$ cat config.mk
export PLATFORM = sky130hd
export DESIGN_NAME = wam_mole
export DESIGN_NICKNAME = d
export VERILOG_FILES = /design/src/rtl/wam_pkg.sv /design/src/rtl/wam_lfsr.sv /design/src/rtl/wam_mole.sv
export SDC_FILE = /design/constraint.sdc
export NUM_CORES = 1
export LEC_CHECK = 0
export ABC_AREA = 1
export ABC_CLOCK_PERIOD_IN_PS = 5300
export CAP_MARGIN = 20
export CORE_ASPECT_RATIO = 0.9
export CORE_UTILIZATION = 40
export CTS_CLUSTER_SIZE = 28
export DETAILED_ROUTE_END_ITERATION = 6
export SKIP_LAST_GASP = 1
export SYNTH_ARGS = -nofsm -noshare
export SYNTH_HDL_FRONTEND = slang
export SYNTH_SLANG_ARGS = --single-unit
export TNS_END_PERCENT = 5
$ cat constraint.sdc
create_clock -name clk_19 -period 5.3 [get_ports clk_19]
set_clock_uncertainty 0.1 [all_clocks]
set_input_delay 1.06 -clock clk_19 [delete_from_list [all_inputs] [get_ports clk_19]]
set_output_delay 1.06 -clock clk_19 [all_outputs]
set_load 0.005 [all_outputs]
$ cat src/rtl/wam_pkg.sv
// wam_pkg: shared constants for the whack-a-mole stages
package wam_pkg;
    localparam int              NUM_HOLES     = 8;
    localparam int              HOLE_W        = 3;
    localparam int              LFSR_W        = 16;
    localparam logic [15:0]     LFSR_TAPS     = 16'hB400;
    localparam logic [15:0]     LFSR_SEED_DEF = 16'hACE1;
    localparam int              CNT_W         = 8;
endpackage

$ cat src/rtl/wam_lfsr.sv
// wam_lfsr: 16-bit Fibonacci LFSR (taps 16,14,13,11), free-running out of reset
module wam_lfsr import wam_pkg::*; (
    input  logic              clk_19,
    input  logic              rst_n,
    input  logic [LFSR_W-1:0] seed,
    output logic [LFSR_W-1:0] out
);
    always_ff @(posedge clk_19) begin
        if (!rst_n) out <= seed;
        else        out <= {out[LFSR_W-2:0], ^(out & LFSR_TAPS)};
    end
endmodule

$ cat src/rtl/wam_mole.sv
// wam_mole: spawns moles at a fixed interval into pseudo-random free holes,
// retires them on hit or after a level-scaled lifetime (flagging a miss)
module wam_mole import wam_pkg::*; #(
    parameter int                SPAWN_TICKS = 24,
    parameter int                LIFE_TICKS  = 40,
    parameter int                MAX_MOLES   = 3,
    parameter logic [LFSR_W-1:0] LFSR_SEED   = LFSR_SEED_DEF
) (
    input  logic                 clk_19,
    input  logic                 rst_n,
    input  logic                 run,
    input  logic [1:0]           level,
    input  logic [NUM_HOLES-1:0] hit,
    output logic [NUM_HOLES-1:0] holes,
    output logic                 spawn,
    output logic [NUM_HOLES-1:0] miss
);
    localparam logic [CNT_W-1:0] ONE = CNT_W'(1);

    logic [LFSR_W-1:0]    lfsr;
    logic                 unused_lfsr;
    logic [CNT_W-1:0]     spawn_cnt_q, spawn_cnt_d;
    logic [CNT_W-1:0]     life_q [NUM_HOLES];
    logic [CNT_W-1:0]     life_d [NUM_HOLES];
    logic [NUM_HOLES-1:0] holes_q, holes_d, miss_q, miss_d;
    logic                 spawn_q, spawn_d;
    logic                 attempt;
    logic [CNT_W-1:0]     life_raw, life_l;
    logic [HOLE_W:0]      probe_r;

    wam_lfsr u_lfsr (.clk_19(clk_19), .rst_n(rst_n), .seed(LFSR_SEED), .out(lfsr));

    assign unused_lfsr = ^lfsr[LFSR_W-1:HOLE_W];

    // First free hole at or after idx (wrapping); MSB flags success
    function automatic logic [HOLE_W:0] probe(input logic [NUM_HOLES-1:0] h,
                                              input logic [HOLE_W-1:0] idx);
        logic [HOLE_W-1:0] j;
        probe = '0;
        for (int k = NUM_HOLES - 1; k >= 0; k--) begin
            j = idx + HOLE_W'(k);
            if (!h[j]) probe = {1'b1, j};
        end
    endfunction

    assign attempt  = run && (spawn_cnt_q == CNT_W'(SPAWN_TICKS - 1));
    assign life_raw = CNT_W'(LIFE_TICKS) >> level;
    assign life_l   = (life_raw == '0) ? ONE : life_raw;
    assign probe_r  = probe(holes_q, lfsr[HOLE_W-1:0]);

    always_comb begin
        spawn_cnt_d = run ? (attempt ? '0 : spawn_cnt_q + ONE) : spawn_cnt_q;
        holes_d     = holes_q;
        miss_d      = '0;
        spawn_d     = 1'b0;
        life_d      = life_q;
        for (int i = 0; i < NUM_HOLES; i++) begin
            if (holes_q[i] && hit[i]) begin
                holes_d[i] = 1'b0;
                life_d[i]  = '0;
            end else if (holes_q[i] && run) begin
                life_d[i]  = life_q[i] - ONE;
                holes_d[i] = (life_q[i] != ONE);
                miss_d[i]  = (life_q[i] == ONE);
            end
        end
        // Probe sees registered holes, so a hole clearing this cycle stays occupied
        if (attempt && ($countones(holes_q) < MAX_MOLES) && probe_r[HOLE_W]) begin
            holes_d[probe_r[HOLE_W-1:0]] = 1'b1;
            life_d[probe_r[HOLE_W-1:0]]  = life_l;
            spawn_d                      = 1'b1;
        end
    end

    always_ff @(posedge clk_19) begin
        if (!rst_n) begin
            spawn_cnt_q <= '0;
            life_q      <= '{default: '0};
            holes_q     <= '0;
            miss_q      <= '0;
            spawn_q     <= 1'b0;
        end else begin
            spawn_cnt_q <= spawn_cnt_d;
            life_q      <= life_d;
            holes_q     <= holes_d;
            miss_q      <= miss_d;
            spawn_q     <= spawn_d;
        end
    end

    assign holes = holes_q;
    assign miss  = miss_q;
    assign spawn = spawn_q;
endmodule

== Word level (Yosys, flattened, before mapping) ==
Index checks and enable logic that the tools add are counted.

* Flip-flop bits (word level): 105
* Bits in latches: 0
* Memory bits (writable): 0
* ROM bits: 0
* Bits of input ports: 13
* Output and inout port bits: 17
* Word-level logic and storage cells: 182
* Memories kept: 0

* Add/subtract/negate cells: 23
* Multiply operators: 0
* Divide/modulo/power cells: 0
* $lt $le $gt $ge: 13
* Eq/ne operators: 17
* Shifts and indexed selects: 1
* Muxes and demuxes: 66
* Bitwise logic cells: 11
* Reduce and logical (&&, ||, !) cells: 31

{| class="wikitable"
|+ Operators with widths
! operator !! number
|-
| two-way mux 8 bit || 20
|-
| bitwise mux 64 bit || 1
|-
| equality test 8 x 1 -> 1 bit (second input constant) || 8
|-
| two-way mux 64 bit || 1
|-
| inequality test 8 x 1 -> 1 bit (second input constant) || 8
|-
| subtractor 8 x 1 -> 8 bit (second input constant) || 8
|-
| < comparator 3 x 4 -> 1 bit (second input constant) || 9
|-
| two-way mux 4 bit || 8
|-
| two-way mux 1 bit || 26
|-
| binary-select mux 1 bit (select 3 bit) || 8
|-
| demux 8 bit (select 3 bit) || 1
|-
| OR reduction 3 bit || 8
|-
| logical AND 1 bit || 21
|-
| XOR reduction 16 bit || 1
|-
| adder 3 bit (second input constant) || 4
|-
| inverter 1 bit || 9
|-
| adder 1 x 1 -> 2 bit || 4
|-
| adder 8 x 1 -> 8 bit (second input constant) || 1
|-
| equality test 8 x 5 -> 1 bit (second input constant) || 1
|-
| logical NOT 8 bit || 1
|-
| bitwise OR 8 bit || 1
|-
| right shift 6 x 2 -> 8 bit (first input constant) || 1
|-
| adder 2 x 2 -> 3 bit || 2
|-
| adder 3 x 2 -> 3 bit (second input constant) || 2
|-
| other kinds (8) || 8
|}

== Depth between registers and ports, before layout ==
Gate-level depths: netlist of run 1.

* Word-level depth: 18
* Depth in mapped cells: 22

== Hierarchy ==
A second synthesis of run 1 with hierarchy kept.

* Cell total of the unflattened synthesis: 931
* Area total of the unflattened synthesis: 6212.2 um^2

{| class="wikitable"
|+ By module, submodules not included
! module !! instances !! cells each !! area an instance (um^2) !! seq. area each (um^2)
|-
| wam_mole || 1 || 849 || 5630.4 || 1781.7
|-
| wam_lfsr || 1 || 82 || 581.8 || 320.3
|}

== Least setup slack after synthesis of run 1 ==
OpenSTA, ideal clock, no wires.

* Path type: register to register
* From: register holes_q[0], in the netlist holes[0]
* To: register life_q[19] (netlist name)
* Setup time: 0.113 ns
* Data arrival time: 3.686 ns
* Required time: 5.087 ns
* Setup slack: 1.401 ns
* Stages on the path, launching flop included: 18
* Buffers on the path: 0
* Path through: dfxtp_1 fa_1 inv_1 fa_1 fa_1 inv_1 ha_1 fa_1 nor2_1 a31oi_1 nor3b_1 nand2_2 a21oi_4 inv_4 nor2_4 nand2_2 nand2_1 nor2_1

* Cells in the longest elaborated chain, start to end: 17

{| class="wikitable"
|+ RTL lines
! what !! RTL line !! RTL
|-
| from (decl) || wam_mole.sv:25 || <nowiki>logic [NUM_HOLES-1:0] holes_q, holes_d, miss_q, miss_d;</nowiki>
|-
| from (signal assigned) || wam_mole.sv:85 || <nowiki>holes_q <= holes_d;</nowiki>
|-
| binary-select mux 1 bit (select 3 bit) || wam_mole.sv:42 || <nowiki>if (!h[j]) probe = {1'b1, j};</nowiki>
|-
| two-way mux 1 bit (not written as such) || wam_mole.sv:42 ||
|-
| two-way mux 4 bit (8 in series) || wam_mole.sv:42 ||
|-
| inverter 3 -> 4 bit (not written as such) || wam_mole.sv:70 || <nowiki>life_d[probe_r[HOLE_W-1:0]] = life_l;</nowiki>
|-
| >= comparator 4 bit (not written as such) / < comparator 4 x 1 -> 1 bit (equally long branches) || wam_mole.sv:70 ||
|-
| logical AND 1 bit (not written as such) || wam_mole.sv:70 ||
|-
| two-way mux 8 bit (not written as such) || wam_mole.sv:70 ||
|-
| demux 8 bit (select 3 bit) || wam_mole.sv:70 ||
|-
| bitwise mux 64 bit || wam_mole.sv:70 ||
|-
| two-way mux 64 bit (*) || wam_mole.sv:68 || <nowiki>if (attempt && ($countones(holes_q) < MAX_MOLES) && probe_r[HOLE_W]) begin</nowiki>
|-
| to (signal assigned) || wam_mole.sv:84 || <nowiki>life_q <= life_d;</nowiki>
|-
| to (decl) || wam_mole.sv:23 || <nowiki>logic [CNT_W-1:0] life_q [NUM_HOLES];</nowiki>
|}

Mark *: on every way between the ends. The rest lies on a longest branch, timed or not. The select of a mux whose other input is x is not followed.
A chain may end at the register's enable or synchronous reset.

== Final worst setup path of run 1 ==
* From: register holes_q[1], in the netlist holes[1]
* To: register life_q[48] (netlist name)

The elaborated chain is that of the path after synthesis.

==> results of run 1 <==
## final cells by class
cell class,instances,share of cell area
multi-input combinational,639,0.500
sequential,105,0.307
inverter,116,0.0640
timing repair buffer,33,0.0461
tap,198,0.0362
clock buffer,10,0.0335
clock inverter,6,0.0132
## power breakdown
group	switching, uW	total (uW)	internal, uW
sequential	13.1	811	798
combinational	174	252	77.1
clock	305	721	416
## stage by stage
step / power [uW] / std cells / utilization / setup slack [ns] / hold slack [ns]
after detailed placement: 1080 / 1091 / 0.443 / 1.10 / 0.301
final: 1780 / 1107 / 0.465 / 1.08 / 0.312
after floorplan: 1030 / 875 / - / 1.40 / 0.290
after global routing: 1860 / 1107 / 0.465 / 0.706 / 0.329
after CTS: 1800 / 1107 / 0.465 / 1.09 / 0.318
after global placement: 1080 / 1091 / 0.443 / 1.19 / 0.294
## state kept, by name, summed over array words and instances, names as in the netlist
signal	flops
spawn_cnt_q	8
life_q	64
u_lfsr.out	16
holes	8
miss	8
spawn	1
## worst max-delay path by stage
stage | cells past startpoint | slack (ns) | end | startpoint
floorplan | 17 | 1.40 | life_q[19] | holes[0]
global placement | 17 | 1.19 | life_q[19] | holes[0]
detailed placement | 15 | 1.10 | life_q[48] | holes[1]
CTS | 15 | 1.09 | life_q[48] | holes[0]
global route | 17 | 0.71 | life_q[37] | holes[3]
finish | 15 | 1.08 | life_q[48] | holes[1]
## layer usage
| layer | global-route usage | routed length [um] | vias up |
|---|---|---|---|
| met1 | 0.278 | 7400 | 2479 |
| met4 | 0.0436 | 130 | 0 |
| li1 | - | - | 2871 |
| met2 | 0.313 | 6530 | 104 |
| met5 | 0 | 0 | - |
| met3 | 0.0330 | 563 | 11 |
## cell families after synthesis
family | count (synthesis)
AO/OA/AOI/OAI | 130
adder cells (fa/ha/maj) | 26
buffers and inverters | 131
flip-flops | 105
XOR/XNOR | 30
AND/OR/NAND/NOR | 453
## cell usage in the layout (no fill, tap or decap), drive strengths merged, types with 5 or more instances in the layout
| cell type | count |
|---|---|
| a21oi | 70 |
| buf | 5 |
| clkbuf | 10 |
| clkdlybuf4s50 | 28 |
| dfxtp | 105 |
| ha | 22 |
| inv | 116 |
| nand2 | 204 |
| nand3 | 61 |
| nand4 | 18 |
| nor2 | 133 |
| nor3 | 16 |
| nor4 | 6 |
| o21ai | 51 |
| or2 | 7 |
| xnor2 | 8 |
| xor2 | 22 |
## worst max-delay path, stage by stage, from the launching register on
cell	delay [ns]
dfxtp_1	0.48
fa_1	0.46
inv_1	0.08
fa_1	0.42
fa_1	0.50
inv_1	0.04
ha_1	0.20
fa_1	0.38
nor2_1	0.11
a31oi_1	0.06
nor3b_1	0.26
nand2_2	0.17
a21oi_4	0.34
nand2_1	0.25
o21ai_0	0.21
nor2_1	0.05
==> results.cfg, run 1 <==
[routing]
drt-vias-per-instance = 4.94
firstDrtPassIters = 5
vias = 5465
drtIter0Drc = 328
antenna_left = 0
wirelength_mm = 14.6
wire_per_inst_um = 13.2
drc = 0

[hold_path]
worstHoldPathCells = 2
hold_start = u_lfsr.out[11]
hold_end = u_lfsr.out[12]
hold_class = reg -> reg

[logic_synthesis]
avgSynthCellArea_um2 = 6.91
yosys.area.top_type = dfxtp_1
synthAdderAreaFrac = 0.0588
synth-seq-area-share = 0.348
postSynthCellCount = 875
synth-edff-count = 0
netlist_top_cells_area = dfxtp_1 35%, nand2_1 12%, nor2_1 7.8%
synthSimpleGateAreaFrac = 0.346
synth_common_cells = 187 x nand2_1, 126 x nor2_1, 107 x inv_1
ys_async_sr_fraction = 0
synth_top_family_by_area = simple AND/OR/NAND/NOR gates
yosys_warnings = 0
syn_nets = 914
synth-xor-area-share = 0.0460
yosys_register_bits = 105
synth_compound_area_frac = 0.114
synthMuxAreaShare = 0
synth_flop_cell = dfxtp_1
synth.most_common_cell = nand2_1
synth_top_area_frac = 0.348
synthDistinctLibCells = 43
syn_area_um2 = 6040

[power_and_ir_drop]
peakVddDrop_uv = 156
power.density_nw_per_um2 = 261
p_leak_uw = 0.00302

[floorplan]
row_count = 42
die_y_um = 119
die-area_um2 = 15600
die_w_um = 132
start_util = 0.411
io_pins = 30
core_region_area_um2 = 14700

[clock_network]
cts_root_buf = clkbuf_16
postCtsHoldBufs = 0
clk_pin_slew_ns = 0.07
clock-sinks = 105
cts_max_level = 3
numCtsBuffers = 9
clockBufferDepth = 2
cts_resized = 0
cts_tree = yes
postCtsSetupBuffers = 0
insertion_delay_ns = 0.36

[global_route]
track_usage = 0.197
antenna_found_initial = 0
grt_pass1_vias = 4951
grt_max_degree = 53
grt_pass1_wl_mm = 24.6
grt_overflow = 0

[placement]
hpwl_mm = 10.8
gp_congestion = 0.858
io_buffers = 29
place_area_um2 = 6520

[run_status]
status = finished, final reports clean

[timing]
drv_slew = 0
slew-limit-headroom = 0.438
period_needed_ns = 4.22
hold_viol = 0
fmax_mhz = 237
rsz0062_at_grt = no
worstMarginPinSlew_ns = 0.840
tns_ns = 0
post-route-period-util = 0.796
setup_violations = 0

[worst_setup_path]
crit_arrival_ns = 4.37
critPathRequiredTime_ns = 5.45
crit_path_end_kind = register
r2r_slack_ns = 1.08
worstPathMaxFanout = 7
reg2regPathDepth = 15
rr_endpoint = life_q[48]
critPathKind = reg -> reg
r2r_start = holes[1]
crit_path_start_kind = register

[layout]
drive_gt1_frac = 0.0814
design_area_um2 = 6840
nNetsFinal = 943
n_antenna_cell = 0
area_delta_synth_final_pct = 13.2
multi_input_area_um2 = 3420
fillCellCount = 1520
ff_latch_area_um2 = 2100

[flow_run]
maxCapViolations = 0
No activity file was read; power rests on OpenSTA's default activity.
==> run 2: changes to the inputs <==
--- a/config.mk
+++ b/config.mk
@@ -6,7 +6,7 @@
 export NUM_CORES = 1
 export LEC_CHECK = 0
 export ABC_AREA = 1
-export ABC_CLOCK_PERIOD_IN_PS = 5300
+export ABC_CLOCK_PERIOD_IN_PS = 3400
 export CAP_MARGIN = 20
 export CORE_ASPECT_RATIO = 0.9
 export CORE_UTILIZATION = 40
==> constraint.sdc (replaced) <==
create_clock -name clk_19 -period 3.4 [get_ports clk_19]
set_clock_uncertainty 0.1 [all_clocks]
set_input_delay 0.68 -clock clk_19 [delete_from_list [all_inputs] [get_ports clk_19]]
set_output_delay 0.68 -clock clk_19 [all_outputs]
set_load 0.005 [all_outputs]
==> results.cfg, run 2 (same netlist as run 1, synthesis figures left out) <==
[global_route]
antenna_found_initial = 0
grt_pass1_wl_mm = 24.8
use_met2 = 0.319
grt_max_degree = 52
met3_usage = 0.0420
busiest_layer = met2
met1_usage = 0.275
grt_pass1_vias = 5124
track_usage = 0.201
grt_overflow = 0

[routing]
firstDrtPassIters = 5
wirelength_mm = 14.8
drc = 0
antenna_left = 0
vias = 5504
drt-vias-per-instance = 4.85
wire_per_inst_um = 13.1
drtIter0Drc = 288

[clock_network]
cts_max_level = 3
clockBufferDepth = 2
clock-sinks = 105
numCtsBuffers = 9
cts_root_buf = clkbuf_16
cts_tree = yes
insertion_delay_ns = 0.36
clk_pin_slew_ns = 0.07

[timing]
hold_viol = 0
drv_slew = 0
slew-limit-headroom = 0.568
period_needed_ns = 3.87
fmax_mhz = 258
holdWs_ns = 0.314
rsz0062_at_grt = yes
setup_slack_ns = -0.471
post-route-period-util = 1.14
setup_violations = 72
worstMarginPinSlew_ns = 0.646

[floorplan]
die_w_um = 132
io_pins = 30
row_count = 42
die-area_um2 = 15600
core_region_area_um2 = 14700
start_util = 0.411
die_y_um = 119

[hold_path]
hold_class = reg -> reg
hold_start = u_lfsr.out[4]

[worst_setup_path]
crit_path_end_kind = register
worstPathMaxFanout = 7
crit_arrival_ns = 4.02
critPathRequiredTime_ns = 3.55
r2r_start = holes[0]
startpoint = holes[0]
critPathKind = reg -> reg
crit_path_start_kind = register

[power_and_ir_drop]
peakVddDrop_uv = 287
p_leak_uw = 0.00321
power.density_nw_per_um2 = 399
finalPower_uw = 2870

[layout]
drive_gt1_frac = 0.125
n_antenna_cell = 0
final_common_cell = nand2_1
largest_reg_flops = 64
regMostFlops = life_q
reg_top3 = life_q x64, u_lfsr.out x16
mostFrequentLayoutCells = 185 x nand2_1, 124 x nor2_1, 107 x inv_1, 104 x dfxtp_1, 65 x a21oi_1
nNetsFinal = 970
area_delta_synth_final_pct = 18.7

[run_status]
status = complete, but fails checks
violations = setup timing

[placement]
hpwl_mm = 11.1
io_buffers = 29
gp_congestion = 0.901

[flow_run]
maxCapViolations = 0
==> run 2: path summary, 6_finish.rpt <==
kind / endpoint / slack, ns / depth (start not counted)
max reg2reg: life_q[42] / -0.47 / 17
min: u_lfsr.out[5] / 0.31 / 1
max: life_q[42] / -0.47 / 17
min reg2reg: u_lfsr.out[5] / 0.31 / 1
==> run 2: layout make-up <==
| cell class | instances | area, um^2 |
|---|---|---|
| clock buffer | 11 | 264 |
| clock inverter | 5 | 85.1 |
| fill | 1507 | 7540 |
| inverter | 116 | 440 |
| multi-input combinational | 639 | 3490 |
| sequential | 105 | 2110 |
| tap | 198 | 248 |
| timing repair buffer | 60 | 542 |
==> run 2: worst max-delay path, cell delays in order (launching register included) <==
cell	delay, ns
dfxtp_4	0.35
fa_1	0.52
inv_1	0.04
fa_1	0.44
fa_1	0.48
inv_1	0.04
ha_2	0.18
fa_2	0.35
nor2_2	0.10
a31oi_2	0.05
nor3b_2	0.20
nand2_2	0.10
buf_6	0.14
nor2_8	0.20
nand4_1	0.17
buf_4	0.18
nand2_1	0.05
a21oi_1	0.04
==> run 2: power by group <==
group	internal [uW]	switching, uW	total [uW]
sequential	1240	9.26	1250
combinational	127	289	416
clock	713	485	1200
total	2080	784	2870
==> run 2: timing repair <==
item,CTS,global route
hold buffers,0,0
buffers inserted,1,3
pin swaps,2,8
hold endpoints to repair,0,0
resized for setup,4,16
gates cloned,0,0
endpoints found under the setup margin,72,73
==> run 2: stage by stage <==
stage	TNS [ns]	util	setup slack, ns	instances	cell area, um^2
2_1_floorplan	-13.79	-	-0.361	875	6060
3_3_place_gp	-24.59	0.456	-0.430	1114	6710
3_5_place_dp	-27.47	0.456	-0.459	1114	6710
4_1_cts	-25.54	0.482	-0.440	1131	7090
5_1_grt	-39.57	0.488	-0.643	1134	7180
6_report	-26.64	0.488	-0.471	1134	7180
==> run 2: per-layer routing <==
metal / wire length [um] / share of wire
met4: 142 / 0.0096
met1: 7450 / 0.50
met5: 0 / 0
met3: 594 / 0.040
met2: 6620 / 0.45
==> run 3: changes to the inputs <==
--- a/config.mk
+++ b/config.mk
@@ -9,6 +9,7 @@
 export ABC_CLOCK_PERIOD_IN_PS = 3400
 export CAP_MARGIN = 20
 export CORE_ASPECT_RATIO = 0.9
+export CORE_MARGIN = 10
 export CORE_UTILIZATION = 40
 export CTS_CLUSTER_SIZE = 28
 export DETAILED_ROUTE_END_ITERATION = 6
==> results.cfg, run 3 (same netlist as run 1, synthesis figures left out) <==
[layout]
area_delta_synth_final_pct = 17.6
nNetsFinal = 966
fillCellCount = 1481
drive_gt1_frac = 0.114
final_common_cell = nand2_1
n_antenna_cell = 0
largest_reg_flops = 64
regMostFlops = life_q
mostFrequentLayoutCells = 186 x nand2_1, 125 x nor2_1, 107 x inv_1, 104 x dfxtp_1, 66 x a21oi_1
reg_top3 = life_q x64, u_lfsr.out x16

[floorplan]
start_util = 0.409
die_y_um = 137
die_w_um = 150
core_region_area_um2 = 14800
io_pins = 30
die-area_um2 = 20400
row_count = 42

[clock_network]
cts_max_level = 3
clk_pin_slew_ns = 0.07
cts_root_buf = clkbuf_16
postCtsHoldBufs = 0
insertion_delay_ns = 0.36
cts_tree = yes
numCtsBuffers = 9
clockBufferDepth = 2
clock-sinks = 105

[timing]
worstMarginPinSlew_ns = 0.662
rsz0062_at_grt = yes
post-route-period-util = 1.14
period_needed_ns = 3.87
hold_viol = 0
slew-limit-headroom = 0.555
setup_violations = 72
drv_slew = 0
tns_ns = -27.16
setup_slack_ns = -0.474
fmax_mhz = 258

[worst_setup_path]
path_common_cell = fa_1
slowest_stage = fa_1
startpoint = holes[0]
r2r_start = holes[0]
rr_endpoint = life_q[8]
crit_path_end_kind = register
crit_path_start_kind = register
critPathKind = reg -> reg
worstPathMaxFanout = 7
crit_chain = fa_1 -> inv_1 -> fa_1 -> fa_1 -> inv_1 -> ha_2 -> fa_2 -> nor2_2 -> a31oi_2 -> nor3b_2 -> nand2_2 -> buf_6 -> nor2_8 -> nand3_2 -> o21ai_0 -> a21oi_1
reg2regPathDepth = 16
r2r_slack_ns = -0.47
critPathMaxStageDelay_ns = 0.52
crit_arrival_ns = 4.02
critPathRequiredTime_ns = 3.55

[power_and_ir_drop]
peakVddDrop_uv = 296
power.density_nw_per_um2 = 390
finalPower_uw = 2770
p_leak_uw = 0.00317

[routing]
wire_per_inst_um = 13.4
drc = 0
drt-vias-per-instance = 4.87
wirelength_mm = 15.1
firstDrtPassIters = 5
antenna_left = 0
vias = 5498
drtIter0Drc = 280

[hold_path]
hold_end = u_lfsr.out[10]
hold_class = reg -> reg
worstHoldPathCells = 1
hold_start = u_lfsr.out[9]

[placement]
io_buffers = 29
gp_congestion = 0.847
hpwl_mm = 11.2

[global_route]
grt_max_degree = 52
grt_pass1_wl_mm = 25.9
track_usage = 0.155
grt_overflow = 0
grt_pass1_vias = 5296
antenna_found_initial = 0

[run_status]
status = complete, but fails checks
violations = setup timing

[flow_run]
maxCapViolations = 0
-- run 3: changes by cell type in the layout (fill, tap and decap cells not counted), sizes merged --
cell | previous run | this run
inv | 115 | 119
bufinv | 2 | 1
buf | 32 | 28
clkinvlp | 1 | 0
clkbuf | 11 | 9
-- run 3: timing repair --
item                       CTS  global route
setup endpoints to repair   73            73
gates resized for setup      4             6
buffers inserted             0             3
pin swaps                    8             3
-- run 3: power by group --
part           internal [uW]  switching, uW  leakage [uW]  total, uW
logic                    127            285       0.00216        412
registers               1240           10.8      0.000851       1250
clock network            594            514      0.000157       1110
-- run 3: final cells by class --
type	count	area, um^2	area share
flip-flops and latches	105	2110	0.296
repair buffers	56	533	0.0750
well taps	198	248	0.0348
clock buffers	9	225	0.0317
inverters	116	440	0.0619
multi-input cells	639	3460	0.487
clock inverters	7	95.1	0.0134
-- run 3: how the worst max path moves through the flow --
stage                  to  slack (ns)  depth (start not counted)
2_1_floorplan  life_q[33]       -0.36                         17
3_3_place_gp   life_q[58]       -0.38                         18
3_5_place_dp   life_q[29]       -0.45                         17
4_1_cts        life_q[19]       -0.43                         18
5_1_grt        life_q[56]       -0.71                         19
6_report        life_q[8]       -0.47                         16
-- run 3: through the flow --
step                utilization  std cells  hold WS [ns]  area [um^2]  worst slack [ns]
detailed placement        0.455       1111         0.302         6720            -0.446
floorplan                     -        875         0.290         6060            -0.361
CTS                       0.478       1127         0.321         7060            -0.427
finish                    0.481       1130         0.315         7110            -0.474
global placement          0.455       1111         0.293         6720            -0.379
global route              0.481       1130         0.328         7110            -0.709
-- run 3: critical path, delay by kind of cell (launching register included) --
family,cells,cell delay [ns]
AND/OR/NAND/NOR,5,0.78
adder cells (fa/ha/maj),5,1.97
flip-flops,1,0.35
buffers and inverters,3,0.24
AO/OA/AOI/OAI,3,0.31
-- run 3: metal layers --
metal  track usage  vias up  routed length (um)
li1              -     2914                   -
met3        0.0373       13                 744
met4        0.0430        0                 226
met5             0        -                   0
met2         0.238      112                6570
met1         0.211     2459                7600
